## config.mk

```make
export PLATFORM = sky130hd
export DESIGN_NAME = encoder_8to3_pend
export DESIGN_NICKNAME = d
export VERILOG_FILES = /design/src/rtl/encoder_8to3_pend.sv
export SDC_FILE = /design/constraint.sdc
export NUM_CORES = 1
export LEC_CHECK = 0
export BUFFER_PORTS_ARGS = -buffer_cell sky130_fd_sc_hd__buf_2
export CORE_MARGIN = 8
export CORE_UTILIZATION = 44
export CTS_CLUSTER_SIZE = 10
export DETAILED_ROUTE_END_ITERATION = 7
export PLACE_DENSITY_LB_ADDON = 0.08
export REMOVE_ABC_BUFFERS = 1
export SLEW_MARGIN = 20
export SYNTH_ARGS = -nofsm -noshare
export SYNTH_HDL_FRONTEND = slang
export SYNTH_SLANG_ARGS = --single-unit
```

## constraint.sdc

```tcl
create_clock -name clk -period 1.9 [get_ports clk]
set_input_delay 0.285 -clock clk [delete_from_list [all_inputs] [get_ports clk]]
set_output_delay 0.285 -clock clk [all_outputs]
set_load 0.02 [all_outputs]
```

## src/rtl/encoder_8to3_pend.sv

```systemverilog
// Pending-request encoder: sticky per-line flags funnelled into one
// binary index at a time on a registered valid/ready output.
module encoder_8to3_pend #(
    parameter bit ROUND_ROBIN = 1'b0
) (
    input  logic       clk,
    input  logic       rst,
    input  logic       en,
    input  logic [7:0] x,
    input  logic       ready,
    output logic [2:0] y,
    output logic       valid,
    output logic [7:0] pend
);

    logic [7:0] pend_q, pend_d;
    logic [2:0] y_q, y_d;
    logic       valid_q, valid_d;
    logic [2:0] last_q, last_d;

    logic       acc;
    logic [7:0] clrMask;
    logic [7:0] setMask;
    logic [2:0] lastEff;
    logic [2:0] selIdx;

    // Highest set index wins; an empty vector yields 0.
    function automatic logic [2:0] selFixed(input logic [7:0] v);
        logic [2:0] s;
        s = 3'd0;
        for (int i = 0; i < 8; i++) begin
            if (v[i]) s = 3'(i);
        end
        return s;
    endfunction

    // Scan last-1, last-2, ... wrapping, ending at last itself.
    function automatic logic [2:0] selRotate(input logic [7:0] v, input logic [2:0] lastIdx);
        logic [2:0] s;
        logic [2:0] idx;
        logic       found;
        s     = 3'd0;
        found = 1'b0;
        for (int k = 1; k <= 8; k++) begin
            idx = lastIdx - 3'(k);
            if (!found && v[idx]) begin
                s     = idx;
                found = 1'b1;
            end
        end
        return s;
    endfunction

    // Set wins over clear, so a bit re-requested while being accepted is re-offered.
    always_comb begin
        acc     = valid_q & ready;
        clrMask = acc ? (8'h01 << y_q) : 8'h00;
        setMask = en ? x : 8'h00;
        pend_d  = (pend_q & ~clrMask) | setMask;
        lastEff = acc ? y_q : last_q;
        last_d  = lastEff;

        if (ROUND_ROBIN) selIdx = selRotate(pend_d, lastEff);
        else             selIdx = selFixed(pend_d);

        valid_d = valid_q;
        y_d     = y_q;
        if (!valid_q || acc) begin
            valid_d = |pend_d;
            y_d     = selIdx;
        end
    end

    always_ff @(posedge clk) begin
        if (rst) begin
            pend_q  <= 8'h00;
            y_q     <= 3'd0;
            valid_q <= 1'b0;
            last_q  <= 3'd0;
        end else begin
            pend_q  <= pend_d;
            y_q     <= y_d;
            valid_q <= valid_d;
            last_q  <= last_d;
        end
    end

    assign y     = y_q;
    assign valid = valid_q;
    assign pend  = pend_q;

endmodule

```

==> results.cfg, run 1 <==
[run_status]
run_status = finished clean

[finish]
multi_input_area_um2 = 324
area_delta_synth_final_pct = 25.9
design_area_um2 = 724
post-route-util_pct = 57.1
drive_gt1_share_pct = 30.5
antenna_cells = 0
nFillCells = 124
seq_area_um2 = 240
fin_nets = 109

[floorplan]
start_util_pct = 45.4
die_x_um = 52.2
num_rows = 13
dieArea_mm2 = 0.00272
ioPinCount = 24
die_height_um = 52.2
core_area_mm2 = 0.00127

[synth]
synth_commonest_cells = dfxtp_1 (12), nand2_1 (12), a21oi_1 (6), nor2_1 (6)
ys_seq_elements = 12
synth.yosys.seq_area_share_pct = 41.7
synth_edf_count = 0
synth_area_per_cell_um2 = 8.11
synth_top_cell_by_area = dfxtp_1
synthArstFlopShare_pct = 0
postSynthCellCount = 71
yosysWarnings = 0
synth_area_um2 = 576
ys_types = 27
synthFlopType = dfxtp_1
yosys.area.top_type_share_pct = 41.7
netlist_top_cells_area = dfxtp_1 (42%), nand2_1 (7.8%), a21oi_1 (5.2%)

[grt]
grt_max_degree = 13
grt_pass1_vias = 554
track_usage_pct = 12.2
antenna_found_initial = 0
grt_pass1_wl_um = 2470
overflow = 0

[place]
io_buffers = 23
routabilityCongestion = 0.862
placed_area_um2 = 702
dp_hpwl_um = 1210

[timing]
hold_viol_final = 0
fin_crit_ns = 1.50
slew_headroom_pct = 81.4
whs_ns = 0.267
worst_slew_pin_slew_ns = 0.278
max_freq_ghz = 0.666
min_period_over_period_pct = 79.0
grt_setup_unrepaired = no
finClkSkew_ns = 0.00138
finalSetupViolCount = 0
tns_ns = 0
finalMaxSlewViolations = 0

[worst_setup_path]
cp-start-kind = register
critPathArrivalTime_ns = 1.66
worstPathCellList = inv_1 > o31ai_1 > nand2_1 > nor4_1 > a21oi_1
crit_family = simple AND/OR/NAND/NOR gates
critical_path_required_ns = 2.06
critPathCaptureType = register
crit_path_top_delay_cell = dfxtp_1
crit_type = reg -> reg
reg2reg_depth = 5
critPathBufInv = 1
cp_slowest_stage_delay_ns = 0.42
critPathMaxFanout = 7
crit_cells = 5

[job]
drv_cap = 0

[clocking]
cts_inserted_buffers = 3
post_cts_resized = 0
post_cts_buffers = 0
insertion_delay_ns = 0.27
postCtsHoldBufs = 0
cts_max_path_buffers = 2
root_buffer = clkbuf_4
cts_tree = built
cts_sinks = 12
clkTransAtPathRegs_ns = 0.07
htreeDepth = 1

[worst_hold_path]
min_path_type = in -> reg
holdPathStages = 3

[power_and_ir_drop]
powerDensity_mw_per_mm2 = 830
leakagePower_nw = 0.332
vdd_ir_drop_max_uv = 347
power.total_mw = 0.601

[route]
drc = 0
ant_nets = 0
vias = 605
vias_per_cell = 5.50
wirelength_um = 1550
first_pass_iters = 4
wire_per_inst_um = 14.1
dr.first_iter.drc_count = 12
==> cells by family after synthesis <==
| logic type | Yosys count | share of synthesized area [%] |
|---|---|---|
| buffers and inverters | 3 | 1.96 |
| DFF | 12 | 41.7 |
| AOI/OAI and AO/OA | 25 | 30.0 |
| and+or+nand+nor | 31 | 26.3 |
==> flip-flops by register name, summed over array words and instances, names as in the netlist <==
signal / count
valid: 1
y: 3
pend: 8
==> placed cells by master, fill, tap and decap left out, types with 2 or more instances in the layout <==
cell / instances
o21ai_0: 3
nand2_1: 12
o31ai_1: 2
a211oi_1: 2
a22oi_1: 2
clkbuf_4: 3
nor3_1: 3
nor2_1: 6
nand2b_1: 3
o21ai_1: 3
dfxtp_1: 12
buf_2: 23
a21oi_1: 6
==> per-stage QoR <==
stage | std cells | setup WS, ns
4_1_cts | 110 | 0.420
3_5_place_dp | 107 | 0.424
3_3_place_gp | 107 | 0.381
5_1_grt | 110 | 0.267
2_1_floorplan | 69 | 0.408
6_report | 110 | 0.399
==> layout make-up <==
class                      instances  share of cell area, %
multi-input combinational         56                   44.7
inverter                           1                  0.518
tap                               15                   2.59
sequential                        12                   33.2
clock buffer                       3                   3.11
timing repair buffer              23                   15.9
==> per-layer routing <==
layer	vias up	part of all wire, %	track usage (%)	wire length [µm]
met3	5	6.3	3.99	98
met4	0	2.5	7.76	38
met1	265	48	14.8	739
met2	19	43	18.2	670
met5	-	0	0	0
li1	316	-	-	-
==> path summary, 6_finish.rpt <==
check | start | endpoint | slack (ns)
worst max-delay path | y[0]$_SDFFE_PP0P_ | valid$_SDFFE_PP0P_ | 0.40
worst min-delay path | x[4] | pend[4]$_SDFF_PP0_ | 0.27
worst max register to register | y[0]$_SDFFE_PP0P_ | valid$_SDFFE_PP0P_ | 0.40
worst min register to register | pend[1]$_SDFF_PP0_ | pend[1]$_SDFF_PP0_ | 0.51
==> power by group <==
| group | switching (mW) | internal [mW] |
|---|---|---|
| Sequential | 0.0203 | 0.273 |
| Clock | 0.0844 | 0.0735 |
| Combinational | 0.0934 | 0.0564 |
| Total | 0.198 | 0.403 |
==> worst min-delay path: stages <==
cell      delay (ns)
buf_2           0.10
a21boi_2        0.06
nor2_1          0.07
(Power assumes the default switching activity.)
==> run 2: changes to the inputs <==
==> constraint.sdc (replaced) <==
create_clock -name clk -period 1.4 [get_ports clk]
set_input_delay 0.21 -clock clk [delete_from_list [all_inputs] [get_ports clk]]
set_output_delay 0.21 -clock clk [all_outputs]
set_load 0.02 [all_outputs]
==> run 2 against run 1 <==
Against the previous run:
- the run now ends with negative setup slack left
- total power up 61%
- sequential power rose by 36%
- clock power is 79% higher
- global-route usage increased by 1.7 points
- critical path depth is the same
- utilization increased by 13 points
- worst setup slack worse by 0.44 ns
- final cell count increased by 12%
- non-clock buffer count is 12 higher
- clock skew grew 0.0072 ns
- cell area increased by 23%
- first-iteration DRC count down 25%
- critical path type unchanged
- largest power group unchanged
==> results.cfg, run 2 (synthesis gave the netlist of run 1 again) <==
[timing]
min_period_over_period_pct = 103
finClkSkew_ns = 0.00862
fin_crit_ns = 1.44
finalMaxSlewViolations = 0
grt_setup_unrepaired = yes
finalSetupViolCount = 2
hold_viol_final = 0
worst_slew_pin_slew_ns = 0.291
slew_headroom_pct = 80.4
max_freq_ghz = 0.695
fin_ws_ns = -0.0393

[power_and_ir_drop]
power.total_mw = 0.967
powerDensity_mw_per_mm2 = 1090
vdd_ir_drop_max_uv = 738
leakagePower_nw = 0.421

[finish]
design_area_um2 = 891
fin_nets = 121
fin_cells = 123
antenna_cells = 0
nFillCells = 106
largest_register_ff_count = 8
final_common_cell = buf_2
final_cell_mix = buf_2 (23), nand2_1 (12), buf_4 (12)
post-route-util_pct = 70.2
drive_gt1_share_pct = 51.9
area_delta_synth_final_pct = 54.8

[job]
drv_cap = 0

[worst_setup_path]
critPathArrivalTime_ns = 1.65
critPathCaptureType = register
critPathMaxFanout = 4
critical_path_required_ns = 1.61
crit_type = reg -> reg
cp-start-kind = register

[run_status]
violations = negative setup slack
run_status = complete, but fails checks

[floorplan]
dieArea_mm2 = 0.00272
die_height_um = 52.2
num_rows = 13
ioPinCount = 24
die_x_um = 52.2
core_area_mm2 = 0.00127
start_util_pct = 45.4

[route]
ant_nets = 0
dr.first_iter.drc_count = 9
drc = 0
vias_per_cell = 5.45
wire_per_inst_um = 14.9
wirelength_um = 1830
first_pass_iters = 4
vias = 670

[place]
io_buffers = 23
placed_area_um2 = 792
place_inst = 119
place_ws_ns = -0.118
routabilityCongestion = 0.859
dp_hpwl_um = 1370

[grt]
track_usage_pct = 14.0
antenna_found_initial = 0
grt_max_degree = 12
grt_pass1_vias = 669
met1_usage_pct = 15.6
grtUsageMet3_pct = 5.13
overflow = 0
grt_pass1_wl_um = 2950
grt_use_met2_pct = 23.8
grt-busiest-layer = met2

[clocking]
cts_tree = built
clkTransAtPathRegs_ns = 0.09
htreeDepth = 1
cts_max_path_buffers = 2
cts_sinks = 12
insertion_delay_ns = 0.28
postCtsHoldBufs = 0
cts_inserted_buffers = 3
root_buffer = clkbuf_4

[worst_hold_path]
min_path_type = in -> reg
==> run 2: changes by cell type in the layout (fill, tap and decap cells not counted), sizes merged <==
cell,change
clkbuf,+1
buf,+12
==> run 2: what timing repair did <==
action                                  in CTS  in global routing
hold endpoints to repair                     0                  0
buffers inserted                             1                  0
endpoints found under the setup margin       4                  5
pin swaps                                    5                  2
gates resized for setup                     11                  5
==> run 2: worst paths after layout <==
path         slack [ns]  cells after the start                  to          startpoint
max               -0.04                      5   y[0]$_SDFFE_PP0P_   y[0]$_SDFFE_PP0P_
min                0.20                      3  pend[0]$_SDFF_PP0_                x[0]
max reg2reg       -0.04                      5   y[0]$_SDFFE_PP0P_   y[0]$_SDFFE_PP0P_
min reg2reg        0.51                      2  pend[1]$_SDFF_PP0_  pend[1]$_SDFF_PP0_
==> run 2: layout make-up <==
class	count	area, µm²	share of cell area, %
well taps	15	18.8	2.11
flip-flops and latches	12	248	27.8
inverters	1	3.75	0.421
multi-input cells	56	379	42.6
repair buffers	35	205	23.0
clock buffers	4	36.3	4.07
==> run 2: through the flow <==
step / setup TNS, ns / hold WS, ns
finish: -0.0439 / 0.202
floorplan: -0.132 / 0.279
global route: -0.293 / 0.203
global placement: -0.185 / 0.480
detailed placement: -0.242 / 0.484
CTS: -0.0291 / 0.194
==> run 2: per-layer routing <==
metal	up-vias	share of wire (%)
li1	340	-
met1	308	42
met2	18	49
met3	4	6.7
met4	0	1.6
met5	-	0
==> run 2: critical path: stages (launching register included) <==
cell and delay [ns]:
dfxtp_2 0.34, or3b_4 0.42, o21ai_4 0.16, a21boi_2 0.20, o21ai_1 0.09, o22ai_1 0.16
==> run 2: report_power, final <==
part           switching (mW)  internal [mW]  total (mW)  leakage (nW)
Sequential             0.0282          0.373       0.401         0.101
Clock                   0.125          0.158       0.283        0.0210
Combinational           0.155          0.128       0.283         0.299
Total                   0.308          0.659       0.967         0.421
==> run 3: changes to the inputs <==
--- a/config.mk
+++ b/config.mk
@@ -5,9 +5,10 @@
 export SDC_FILE = /design/constraint.sdc
 export NUM_CORES = 1
 export LEC_CHECK = 0
+export ABC_AREA = 1
 export BUFFER_PORTS_ARGS = -buffer_cell sky130_fd_sc_hd__buf_2
 export CORE_MARGIN = 8
-export CORE_UTILIZATION = 44
+export CORE_UTILIZATION = 45
 export CTS_CLUSTER_SIZE = 10
 export DETAILED_ROUTE_END_ITERATION = 7
 export PLACE_DENSITY_LB_ADDON = 0.08
==> constraint.sdc (replaced) <==
create_clock -name clk -period 1.6 [get_ports clk]
set_input_delay 0.24 -clock clk [delete_from_list [all_inputs] [get_ports clk]]
set_output_delay 0.24 -clock clk [all_outputs]
set_load 0.02 [all_outputs]
==> run 3 against run 2 <==
Against the previous run:
- the run now ends clean
- total power fell by 25%
- utilization is 12 points lower
- combinational power decreased by 31%
- critical endpoint is now valid$_SDFFE_PP0P_
- via count decreased by 12%
- synthesized cell count rose by 17%
- routed wire length is 22% lower
- highest routed layer unchanged
- worst hold slack improved by 0.041 ns
- largest cell class unchanged
- critical path type unchanged
- first-iteration DRC count unchanged
- non-clock buffer count down 12
==> results.cfg, run 3 <==
[run_status]
run_status = finished clean

[worst_setup_path]
r2r_setup_slack_ns = 0.18
critPathBufInv = 1
cp-start-kind = register
reg2reg_depth = 8
r2r_start = y[0]$_SDFFE_PP0P_
critPathCaptureType = register
crit_family = simple AND/OR/NAND/NOR gates
critical_path_required_ns = 1.75
reg2reg_to = valid$_SDFFE_PP0P_
worst_path_most_repeated_cell = nand2_1
critPathArrivalTime_ns = 1.57
crit_path_top_delay_cell = dfxtp_1
critPathMaxFanout = 7
cp_slowest_stage_delay_ns = 0.47
worstPathCellList = inv_1 > nor2_1 > nand2_1 > a22oi_2 > and2_1 > nand2_1 > nand2_1 > nand3b_1
crit_type = reg -> reg

[grt]
grt_pass1_wl_um = 2470
antenna_found_initial = 0
grt_max_degree = 10
track_usage_pct = 11.6
grt_pass1_vias = 608
overflow = 0

[synth]
synth_commonest_cells = nand2_1 (27), dfxtp_1 (12), nor2_1 (9)
synth.yosys.seq_area_share_pct = 39.7
yosysWarnings = 0
synth_area_per_cell_um2 = 7.30
synth_area_um2 = 606
netlist_top_cells_area = dfxtp_1 (40%), nand2_1 (17%), nor2_1 (5.6%)
synth_edf_count = 0
synthFlopType = dfxtp_1
yosys.area.top_type_share_pct = 39.7
yosysMostFrequentCell = nand2_1
synth_top_cell_by_area = dfxtp_1
ys_seq_elements = 12
ys_types = 20
synthArstFlopShare_pct = 0
postSynthCellCount = 83

[power_and_ir_drop]
pwr-share-comb_pct = 26.9
vdd_ir_drop_max_uv = 743
power.switching_mw = 0.240
p_seq_share_pct = 48.3
powerDensity_mw_per_mm2 = 963
p_int_mw = 0.482
leakagePower_nw = 0.396
swShare_pct = 33.2
p_clk_share_pct = 24.8

[timing]
fin_crit_ns = 1.42
max_freq_ghz = 0.707
slew_headroom_pct = 82.7
tns_ns = 0
hold_viol_final = 0
worst_slew_pin_slew_ns = 0.260
finClkSkew_ns = 0.00902
finalMaxSlewViolations = 0
finalSetupViolCount = 0
min_period_over_period_pct = 88.5
grt_setup_unrepaired = no

[floorplan]
die_height_um = 52.7
die_x_um = 52.7
start_util_pct = 47.1
num_rows = 13
dieArea_mm2 = 0.00278
core_area_mm2 = 0.00128
ioPinCount = 24

[clocking]
cts_tree = built
insertion_delay_ns = 0.27
post_cts_resized = 0
post_cts_buffers = 0
root_buffer = clkbuf_4
cts_max_path_buffers = 2
clkTransAtPathRegs_ns = 0.07
cts_sinks = 12
postCtsHoldBufs = 0
cts_inserted_buffers = 3
htreeDepth = 1

[route]
ant_nets = 0
vias_per_cell = 4.85
first_pass_iters = 3
drc = 0
dr.first_iter.drc_count = 9
wirelength_um = 1430
vias = 592
wire_per_inst_um = 11.8

[finish]
fin_nets = 121
final_cell_mix = nand2_1 (27), buf_2 (23), dfxtp_1 (12)
largest_register_ff_count = 8
drive_gt1_share_pct = 37.4
area_delta_synth_final_pct = 23.8
final_common_cell = nand2_1
antenna_cells = 0
nFillCells = 130
fin_cells = 122

[worst_hold_path]
min_to = pend[5]$_SDFF_PP0_
min_path_type = in -> reg
holdPathStages = 3
min-delay-start = x[5]

[place]
io_buffers = 23
place_inst = 119
dp_hpwl_um = 1190
routabilityCongestion = 0.807

[job]
drv_cap = 0
[run 3: cell types whose count changed in the layout (fill, tap and decap cells not counted), sizes merged, moves of 2 or more]
cell	before	now
inv	1	10
nand2	12	30
o21ai	7	3
nor2	6	13
nand2b	3	0
nand3	0	2
a211oi	2	0
nor3	3	0
buf	35	23
o31ai	2	0
[run 3: tightest hold or removal path, delay by kind of cell]
kind | cells | cell delay, ns
AOI/OAI and AO/OA | 1 | 0.07
buffers and inverters | 1 | 0.08
and+or+nand+nor | 1 | 0.08
[run 3: area by class of cell]
class,count,area [µm²],share of cell area [%]
Timing Repair Buffer,23,115,15.4
Tap cell,15,18.8,2.50
Sequential cell,12,240,32.1
Multi-Input combinational cell,59,315,42.1
Inverter,10,37.5,5.01
Clock buffer,3,22.5,3.01
[run 3: worst max path at each step]
stage	from	endpoint	slack (ns)	depth (start not counted)
6_report	y[0]$_SDFFE_PP0P_	valid$_SDFFE_PP0P_	0.18	8
5_1_grt	y[0]$_SDFFE_PP0P_	valid$_SDFFE_PP0P_	0.07	8
4_1_cts	y[0]$_SDFFE_PP0P_	valid$_SDFFE_PP0P_	0.18	8
3_5_place_dp	y[0]$_SDFFE_PP0P_	valid$_SDFFE_PP0P_	0.20	8
3_3_place_gp	y[0]$_SDFFE_PP0P_	valid$_SDFFE_PP0P_	0.21	8
2_1_floorplan	valid$_SDFFE_PP0P_	valid$_SDFFE_PP0P_	0.23	7
[run 3: logic make-up (layout without fill, tap and decap cells)]
group                  count (synthesis)  count (layout)  share of synthesized area [%]
and+or+nand+nor                       47              47                           37.4
DFF                                   12              12                           39.7
buffers and inverters                 12              36                           8.26
AOI/OAI and AO/OA                     12              12                           14.7
[run 3: power groups by stage]
stage,registers [mW],clock network (mW),logic (mW)
final,0.349,0.179,0.194
after detailed placement,0.356,0,0.197
after global routing,0.353,0.195,0.217
after CTS,0.349,0.185,0.197
after floorplan,0.384,0,0.101
after global placement,0.354,0,0.195
[run 3: metal layers]
| metal | GRT usage (%) | wire length, µm | vias to the layer above |
|---|---|---|---|
| li1 | - | - | 304 |
| met5 | 0 | 0 | - |
| met3 | 4.83 | 136 | 4 |
| met2 | 19.0 | 643 | 19 |
| met4 | 3.88 | 19 | 0 |
| met1 | 13.2 | 634 | 265 |
[run 3: stage by stage]
step	setup WS (ns)	power, mW	utilization (%)	hold slack, ns	area, µm²
after floorplan	0.233	0.486	-	0.309	593
after global placement	0.205	0.549	56.6	0.467	727
after detailed placement	0.203	0.552	56.6	0.484	727
after CTS	0.182	0.731	58.3	0.247	749
after global routing	0.0687	0.765	58.3	0.268	749
final	0.185	0.722	58.3	0.243	749
